$ cat src/rtl/gpio_bank_pkg.sv
// Shared types and constants for the GPIO bank controller.
// GPIO_IRQ_EN widens each channel's config field to carry an interrupt enable.
package gpio_bank_pkg;

  typedef enum logic [1:0] {
    IDLE   = 2'd0,
    LOAD   = 2'd1,
    ACTIVE = 2'd2
  } state_e;

  localparam int FLD_DIR = 0;
  localparam int FLD_INV = 1;
  localparam int FLD_IE  = 2;

`ifdef GPIO_IRQ_EN
  localparam int CHAIN_BITS_PER_IO = 3;
`else
  localparam int CHAIN_BITS_PER_IO = 2;
`endif

  // Counter width able to hold CHAIN_LEN+1, the saturation value.
  function automatic int cnt_width(input int chain_len);
    return $clog2(chain_len + 2);
  endfunction

endpackage

$ cat src/rtl/gpio_sync.sv
// Multi-bit, multi-stage input synchroniser with asynchronous active-low clear.
module gpio_sync #(
  parameter int WIDTH  = 8,
  parameter int STAGES = 2
) (
  input  logic             clk,
  input  logic             rst_n,
  input  logic [WIDTH-1:0] d_i,
  output logic [WIDTH-1:0] q_o
);

  logic [STAGES-1:0][WIDTH-1:0] sync_q;

  // NOTE: sequential state uses non-blocking (<=) so every flop samples pre-edge values.
  always_ff @(posedge clk or negedge rst_n) begin
    if (!rst_n) begin
      sync_q <= '0;
    end else begin
      sync_q <= {sync_q[STAGES-2:0], d_i};
    end
  end

  assign q_o = sync_q[STAGES-1];

endmodule

$ cat src/rtl/gpio_bank_ctrl.sv
// Bank of NUM_IO pad channels with a serial config chain, shadow/live config and
// synchronised inputs. Define GPIO_IRQ_EN to add per-channel rising-edge interrupts.
module gpio_bank_ctrl
  import gpio_bank_pkg::*;
#(
  parameter int NUM_IO      = 8,
  parameter int SYNC_STAGES = 2
) (
  input  logic              CK,
  input  logic              RST,
  input  logic              CFG_EN,
  input  logic              CFG_IN,
  output logic              CFG_OUT,
  output logic              CFG_DONE,
  output logic              CFG_ERR,
  input  logic [NUM_IO-1:0] A,
  output logic [NUM_IO-1:0] Y,
  input  logic [NUM_IO-1:0] PAD_IN,
  output logic [NUM_IO-1:0] PAD_OUT,
  output logic [NUM_IO-1:0] PAD_OE,
  input  logic [NUM_IO-1:0] IRQ_CLR,
  output logic [NUM_IO-1:0] IRQ_STATUS,
  output logic              IRQ
);

  localparam int W         = CHAIN_BITS_PER_IO;
  localparam int CHAIN_LEN = W * NUM_IO;
  localparam int CNT_W     = cnt_width(CHAIN_LEN);

  localparam logic [CNT_W-1:0] CNT_FULL = CNT_W'(CHAIN_LEN);
  localparam logic [CNT_W-1:0] CNT_SAT  = CNT_W'(CHAIN_LEN + 1);

  state_e               state_q;
  logic [CHAIN_LEN-1:0] shadow_q;
  logic [CHAIN_LEN-1:0] live_q, live_d;
  logic [CNT_W-1:0]     cnt_q;
  logic                 valid_q, valid_d;
  logic                 err_q;
  logic                 commit;

  logic [NUM_IO-1:0] dir_cur, inv_cur, dir_nxt, inv_nxt;
  logic [NUM_IO-1:0] pad_out_q, pad_oe_q;
  logic [NUM_IO-1:0] sync_w, y_w;

  // A commit happens on the CFG_EN fall only when exactly CHAIN_LEN bits arrived.
  assign commit  = (state_q == LOAD) && !CFG_EN && (cnt_q == CNT_FULL);
  assign live_d  = commit ? shadow_q : live_q;
  assign valid_d = valid_q | commit;

  // NOTE: every always_comb output gets a default first so no latch is inferred.
  always_comb begin
    dir_cur = '0;
    inv_cur = '0;
    dir_nxt = '0;
    inv_nxt = '0;
    for (int i = 0; i < NUM_IO; i++) begin
      dir_cur[i] = live_q[W*i + FLD_DIR];
      inv_cur[i] = live_q[W*i + FLD_INV];
      dir_nxt[i] = live_d[W*i + FLD_DIR];
      inv_nxt[i] = live_d[W*i + FLD_INV];
    end
  end

  // NOTE: the shadow chain is a plain register, so it is reset like any other flop;
  // a reset mid-load therefore discards both shadow and live configuration.
  always_ff @(posedge CK or negedge RST) begin
    if (!RST) begin
      state_q  <= IDLE;
      shadow_q <= '0;
      live_q   <= '0;
      cnt_q    <= '0;
      valid_q  <= 1'b0;
      err_q    <= 1'b0;
    end else begin
      if (CFG_EN) begin
        shadow_q <= {shadow_q[CHAIN_LEN-2:0], CFG_IN};
      end
      live_q  <= live_d;
      valid_q <= valid_d;
      unique case (state_q)
        IDLE, ACTIVE: begin
          if (CFG_EN) begin
            state_q <= LOAD;
            cnt_q   <= CNT_W'(1);
          end
        end
        LOAD: begin
          if (CFG_EN) begin
            if (cnt_q != CNT_SAT) begin
              cnt_q <= cnt_q + 1'b1;
            end
          end else if (commit) begin
            err_q   <= 1'b0;
            state_q <= ACTIVE;
          end else begin
            err_q   <= 1'b1;
            state_q <= valid_q ? ACTIVE : IDLE;
          end
        end
        default: state_q <= IDLE;
      endcase
    end
  end

  // Output registers look at the next live config so the first post-commit cycle is current.
  always_ff @(posedge CK or negedge RST) begin
    if (!RST) begin
      pad_out_q <= '0;
      pad_oe_q  <= '0;
    end else begin
      pad_oe_q  <= valid_d ? dir_nxt : '0;
      pad_out_q <= valid_d ? ((A ^ inv_nxt) & dir_nxt) : '0;
    end
  end

  gpio_sync #(
    .WIDTH  (NUM_IO),
    .STAGES (SYNC_STAGES)
  ) u_sync (
    .clk   (CK),
    .rst_n (RST),
    .d_i   (PAD_IN),
    .q_o   (sync_w)
  );

  assign y_w = valid_q ? (sync_w ^ inv_cur) : '0;

`ifdef GPIO_IRQ_EN
  logic [NUM_IO-1:0] ie_cur, ie_nxt;
  logic [NUM_IO-1:0] y_prev_q, rise;
  logic [NUM_IO-1:0] irq_st_q, irq_st_d;
  logic              irq_q;

  always_comb begin
    ie_cur = '0;
    ie_nxt = '0;
    for (int i = 0; i < NUM_IO; i++) begin
      ie_cur[i] = live_q[W*i + FLD_IE];
      ie_nxt[i] = live_d[W*i + FLD_IE];
    end
  end

  // Set dominates clear; a commit drops flags on channels whose IE goes low.
  always_comb begin
    rise     = y_w & ~y_prev_q & ~dir_cur & ie_cur;
    irq_st_d = (irq_st_q & ~IRQ_CLR) | rise;
    if (commit) begin
      irq_st_d = irq_st_d & ie_nxt;
    end
  end

  always_ff @(posedge CK or negedge RST) begin
    if (!RST) begin
      y_prev_q <= '0;
      irq_st_q <= '0;
      irq_q    <= 1'b0;
    end else begin
      y_prev_q <= y_w;
      irq_st_q <= irq_st_d;
      irq_q    <= |irq_st_q;
    end
  end

  assign IRQ_STATUS = irq_st_q;
  assign IRQ        = irq_q;
`else
  logic irq_clr_unused;
  assign irq_clr_unused = ^IRQ_CLR;
  assign IRQ_STATUS     = '0;
  assign IRQ            = 1'b0;
`endif

  assign CFG_OUT  = shadow_q[CHAIN_LEN-1];
  assign CFG_DONE = valid_q;
  assign CFG_ERR  = err_q;
  assign Y        = y_w;
  assign PAD_OUT  = pad_out_q;
  assign PAD_OE   = pad_oe_q;

endmodule

$ cat config.mk
export PLATFORM = sky130hd
export DESIGN_NAME = gpio_bank_ctrl
export DESIGN_NICKNAME = d
export VERILOG_FILES = /design/src/rtl/gpio_bank_pkg.sv /design/src/rtl/gpio_sync.sv /design/src/rtl/gpio_bank_ctrl.sv
export SDC_FILE = /design/constraint.sdc
export NUM_CORES = 1
export LEC_CHECK = 0
export BUFFER_PORTS_ARGS = -buffer_cell sky130_fd_sc_hd__buf_2
export CAP_MARGIN = 5
export CORE_UTILIZATION = 23
export DETAILED_ROUTE_END_ITERATION = 7
export HOLD_SLACK_MARGIN = 0.12
export SLEW_MARGIN = 30
export SYNTH_ARGS = -nofsm -noshare
export SYNTH_HDL_FRONTEND = slang
export SYNTH_SLANG_ARGS = --single-unit
$ cat constraint.sdc
create_clock -name CK -period 3.6 [get_ports CK]
set_clock_uncertainty 0.1 [all_clocks]
set_input_delay 0.54 -clock CK [delete_from_list [all_inputs] [get_ports CK]]
set_output_delay 0.54 -clock CK [all_outputs]
set_load 0.005 [all_outputs]
==> results.json <==
{
  "status": "complete, no violations",
  "ys.flop_type": "dfrtp_1",
  "start_kind": "register",
  "grt_max_degree": 40,
  "io_pins": 64,
  "portBuffers": 46,
  "synth_area_sq_mm": 0.003228,
  "ant_nets": 0,
  "fp.dieW_um": 120.5,
  "post-cts-setup-buffers": 0,
  "swShare": 0.2406,
  "wl_um": 6830,
  "yosysTopAreaCell": "dfrtp_1",
  "end_kind": "output port",
  "start_util": 0.2400,
  "grt_pass1_vias": 2222,
  "worst_pin_slew_ns": 0.8515,
  "synth_edf_count": 0,
  "path_cells": "clkinv_1, nor2_1, buf_2",
  "period_share": 0.6531,
  "cts_tree": "built",
  "synthArstFlopShare": 1.000,
  "via_count": 2190,
  "yosysTopAreaCellShare": 0.5659,
  "ys_ff_latch": 73,
  "critPathArrivalTime_ns": 1.71,
  "fin_area_sq_mm": 0.003918,
  "first_pass_iters": 5,
  "die_y_um": 120.5,
  "hold_viol": 0,
  "path_buf_inv": 2,
  "crit_slowest_cell": "dfrtp_1",
  "crit_start": "CFG_DONE$_DFF_PN0_",
  "clockBufferDepth": 2,
  "period_minus_slack_ns": 2.351,
  "comb_power_share": 0.094,
  "antenna_found_initial": 1,
  "rsz0062_at_grt": "false",
  "dp_hpwl_um": 4752,
  "drtIter0Drc": 66,
  "synth_cells": 264,
  "p_leak_nw": 1.824,
  "track_usage": 0.1015,
  "drc": 0,
  "cts_hold_buf": 0,
  "die_area_sq_mm": 0.01451,
  "max_stage_delay_ns": 0.64,
  "root_buffer": "clkbuf_16",
  "grt-ovfl-total": 0,
  "fin_nets": 341,
  "core_area_sq_mm": 0.01345,
  "via_per_inst": 4.451,
  "peakVddDrop_uv": 255.8,
  "clk_latency_ns": 0.33,
  "place_area_sq_mm": 0.003607,
  "crit_required_ns": 2.96,
  "tns_ns": 0,
  "clkPwrFrac": 0.431,
  "worst-setup-path-type": "register to output port",
  "final_common_cell": "dfrtp_1",
  "powerDensity_mw_per_mm2": 535.1,
  "yosys_warnings": 0,
  "seq_power_share": 0.475,
  "gp_congestion": 0.7918,
  "clock-sinks": 73,
  "drive_above_1_share": 0.2952,
  "p_int_w": 0.001592,
  "maxCapViolCount": 0,
  "synth_cell_types": 35,
  "fin_util": 0.2912,
  "ys_seq_area_frac": 0.5659,
  "syn_avg_cell_area_sq_um": 12.23,
  "finalSetupViolCount": 0,
  "cts_made_buffers": 9,
  "max_slew_margin": 0.4323,
  "cts_resized": 0,
  "cts.htree.levels": 3,
  "net-switching-power_w": 0.0005043,
  "max_freq_mhz": 425.3,
  "syn_to_final_growth_pct": 21.36,
  "clk_pin_slew_ns": 0.05,
  "grt_pass1_wl_um": 11360,
  "wire_per_inst_um": 13.88,
  "hold_path.class": "input pin to async pin",
  "slew_viol_final": 0,
  "r2r-start": "state_q[1]$_DFFE_PN0P_",
  "row_count": 42,
  "final_cell_mix": "dfrtp_1 (73), buf_2 (46), mux2_2 (24)",
  "cp_top_family": "flip-flops",
  "yosys-top-cells-area": "dfrtp_1 (57%), mux2_2 (8.4%), nand4b_1 (4.3%), nor2b_1 (3.9%), buf_4 (3.0%)",
  "path_max_fanout": 11
}
-- synthesized netlist by cell type (2+ instances only) --
cell type  instances
buf_2              7
a32oi_1            8
nand3_1            8
o21a_1             2
ha_1               3
o211ai_1           8
o21ai_0            9
nor2_1            10
nand4b_1          16
mux2_2            24
buf_6              2
o221ai_1           3
dfrtp_1           73
buf_4             13
nand2_1           20
and3_1             2
nor2b_1           20
a32o_1             3
inv_1              2
or3b_1             2
xnor2_1            8
o22ai_1            8
-- layout make-up --
cell class / instances / area [sq um]
diodes: 1 / 2.502
repair buffers: 50 / 272.8
multi-input cells: 173 / 1276
fillers: 1407 / 9535
clock inverters: 4 / 51.30
clock buffers: 12 / 256.5
inverters: 3 / 11.26
well taps: 176 / 220.2
flip-flops and latches: 73 / 1827
-- metrics by stage --
| stage | instances | setup WS [ns] | hold slack, ns | power, W |
|---|---|---|---|---|
| 2_1_floorplan | 272 | 1.879 | 0.1444 | 0.001124 |
| 4_1_cts | 491 | 1.148 | 0.2001 | 0.002128 |
| 6_report | 492 | 1.249 | 0.2172 | 0.002096 |
| 3_3_place_gp | 475 | 1.072 | 0.2323 | 0.001196 |
| 5_1_grt | 491 | 1.070 | 0.2021 | 0.002194 |
| 3_5_place_dp | 475 | 1.027 | 0.2403 | 0.001209 |
-- power by group through the flow --
stage          Clock, W  Combinational [W]  Sequential [W]
2_1_floorplan         0           0.000148        0.000976
4_1_cts        0.000934           0.000200        0.000994
5_1_grt        0.000960           0.000220         0.00101
3_3_place_gp          0           0.000192         0.00100
6_report       0.000904           0.000197        0.000995
3_5_place_dp          0           0.000199         0.00101
-- state kept, by name, indices dropped and copies added (netlist names) --
signal         count
CFG_DONE           1
state_q            2
CFG_ERR            1
shadow_q          16
live_q            16
cnt_q              5
PAD_OUT            8
u_sync.sync_q      8
PAD_OE             8
u_sync.q_o         8
-- routing by layer --
metal	vias to the layer above	track usage	routed length, um
met5	-	0	0
li1	1034	-	-
met2	60	0.1559	3127
met1	1083	0.1298	3279
met3	13	0.02264	284
met4	0	0.06173	139
-- worst register-to-register path, stage by stage, from the launching register on --
cell and delay (ns):
dfrtp_1 0.45, or3b_2 0.76, nor2_8 0.29, mux2_2 0.36
-- worst paths after layout --
| check | to | slack, ns | cells after the start |
|---|---|---|---|
| min in group CK | u_sync.sync_q[5]$_DFF_PN0_ | 0.22 | 1 |
| hold reg to reg | u_sync.q_o[2]$_DFF_PN0_ | 0.25 | 0 |
| max in group asynchronous | cnt_q[4]$_DFFE_PN0P_ | 2.48 | 2 |
| hold / removal | PAD_OUT[2]$_DFF_PN0_ | 0.22 | 1 |
| setup / recovery | Y[6] | 1.25 | 3 |
| setup reg to reg | live_q[1]$_DFF_PN0_ | 1.53 | 3 |
-- kinds of logic after synthesis --
group | Yosys count | synth area share
and+or+nand+nor | 84 | 0.1616
DFF | 73 | 0.5659
AOI/OAI and AO/OA | 44 | 0.09845
buffers and inverters | 26 | 0.05271
muxes | 25 | 0.08682
xor gates and xnor gates | 8 | 0.02171
adders and majority gates | 3 | 0.01163
other | 1 | 0.001162
Power figures use the tool's default switching activity.
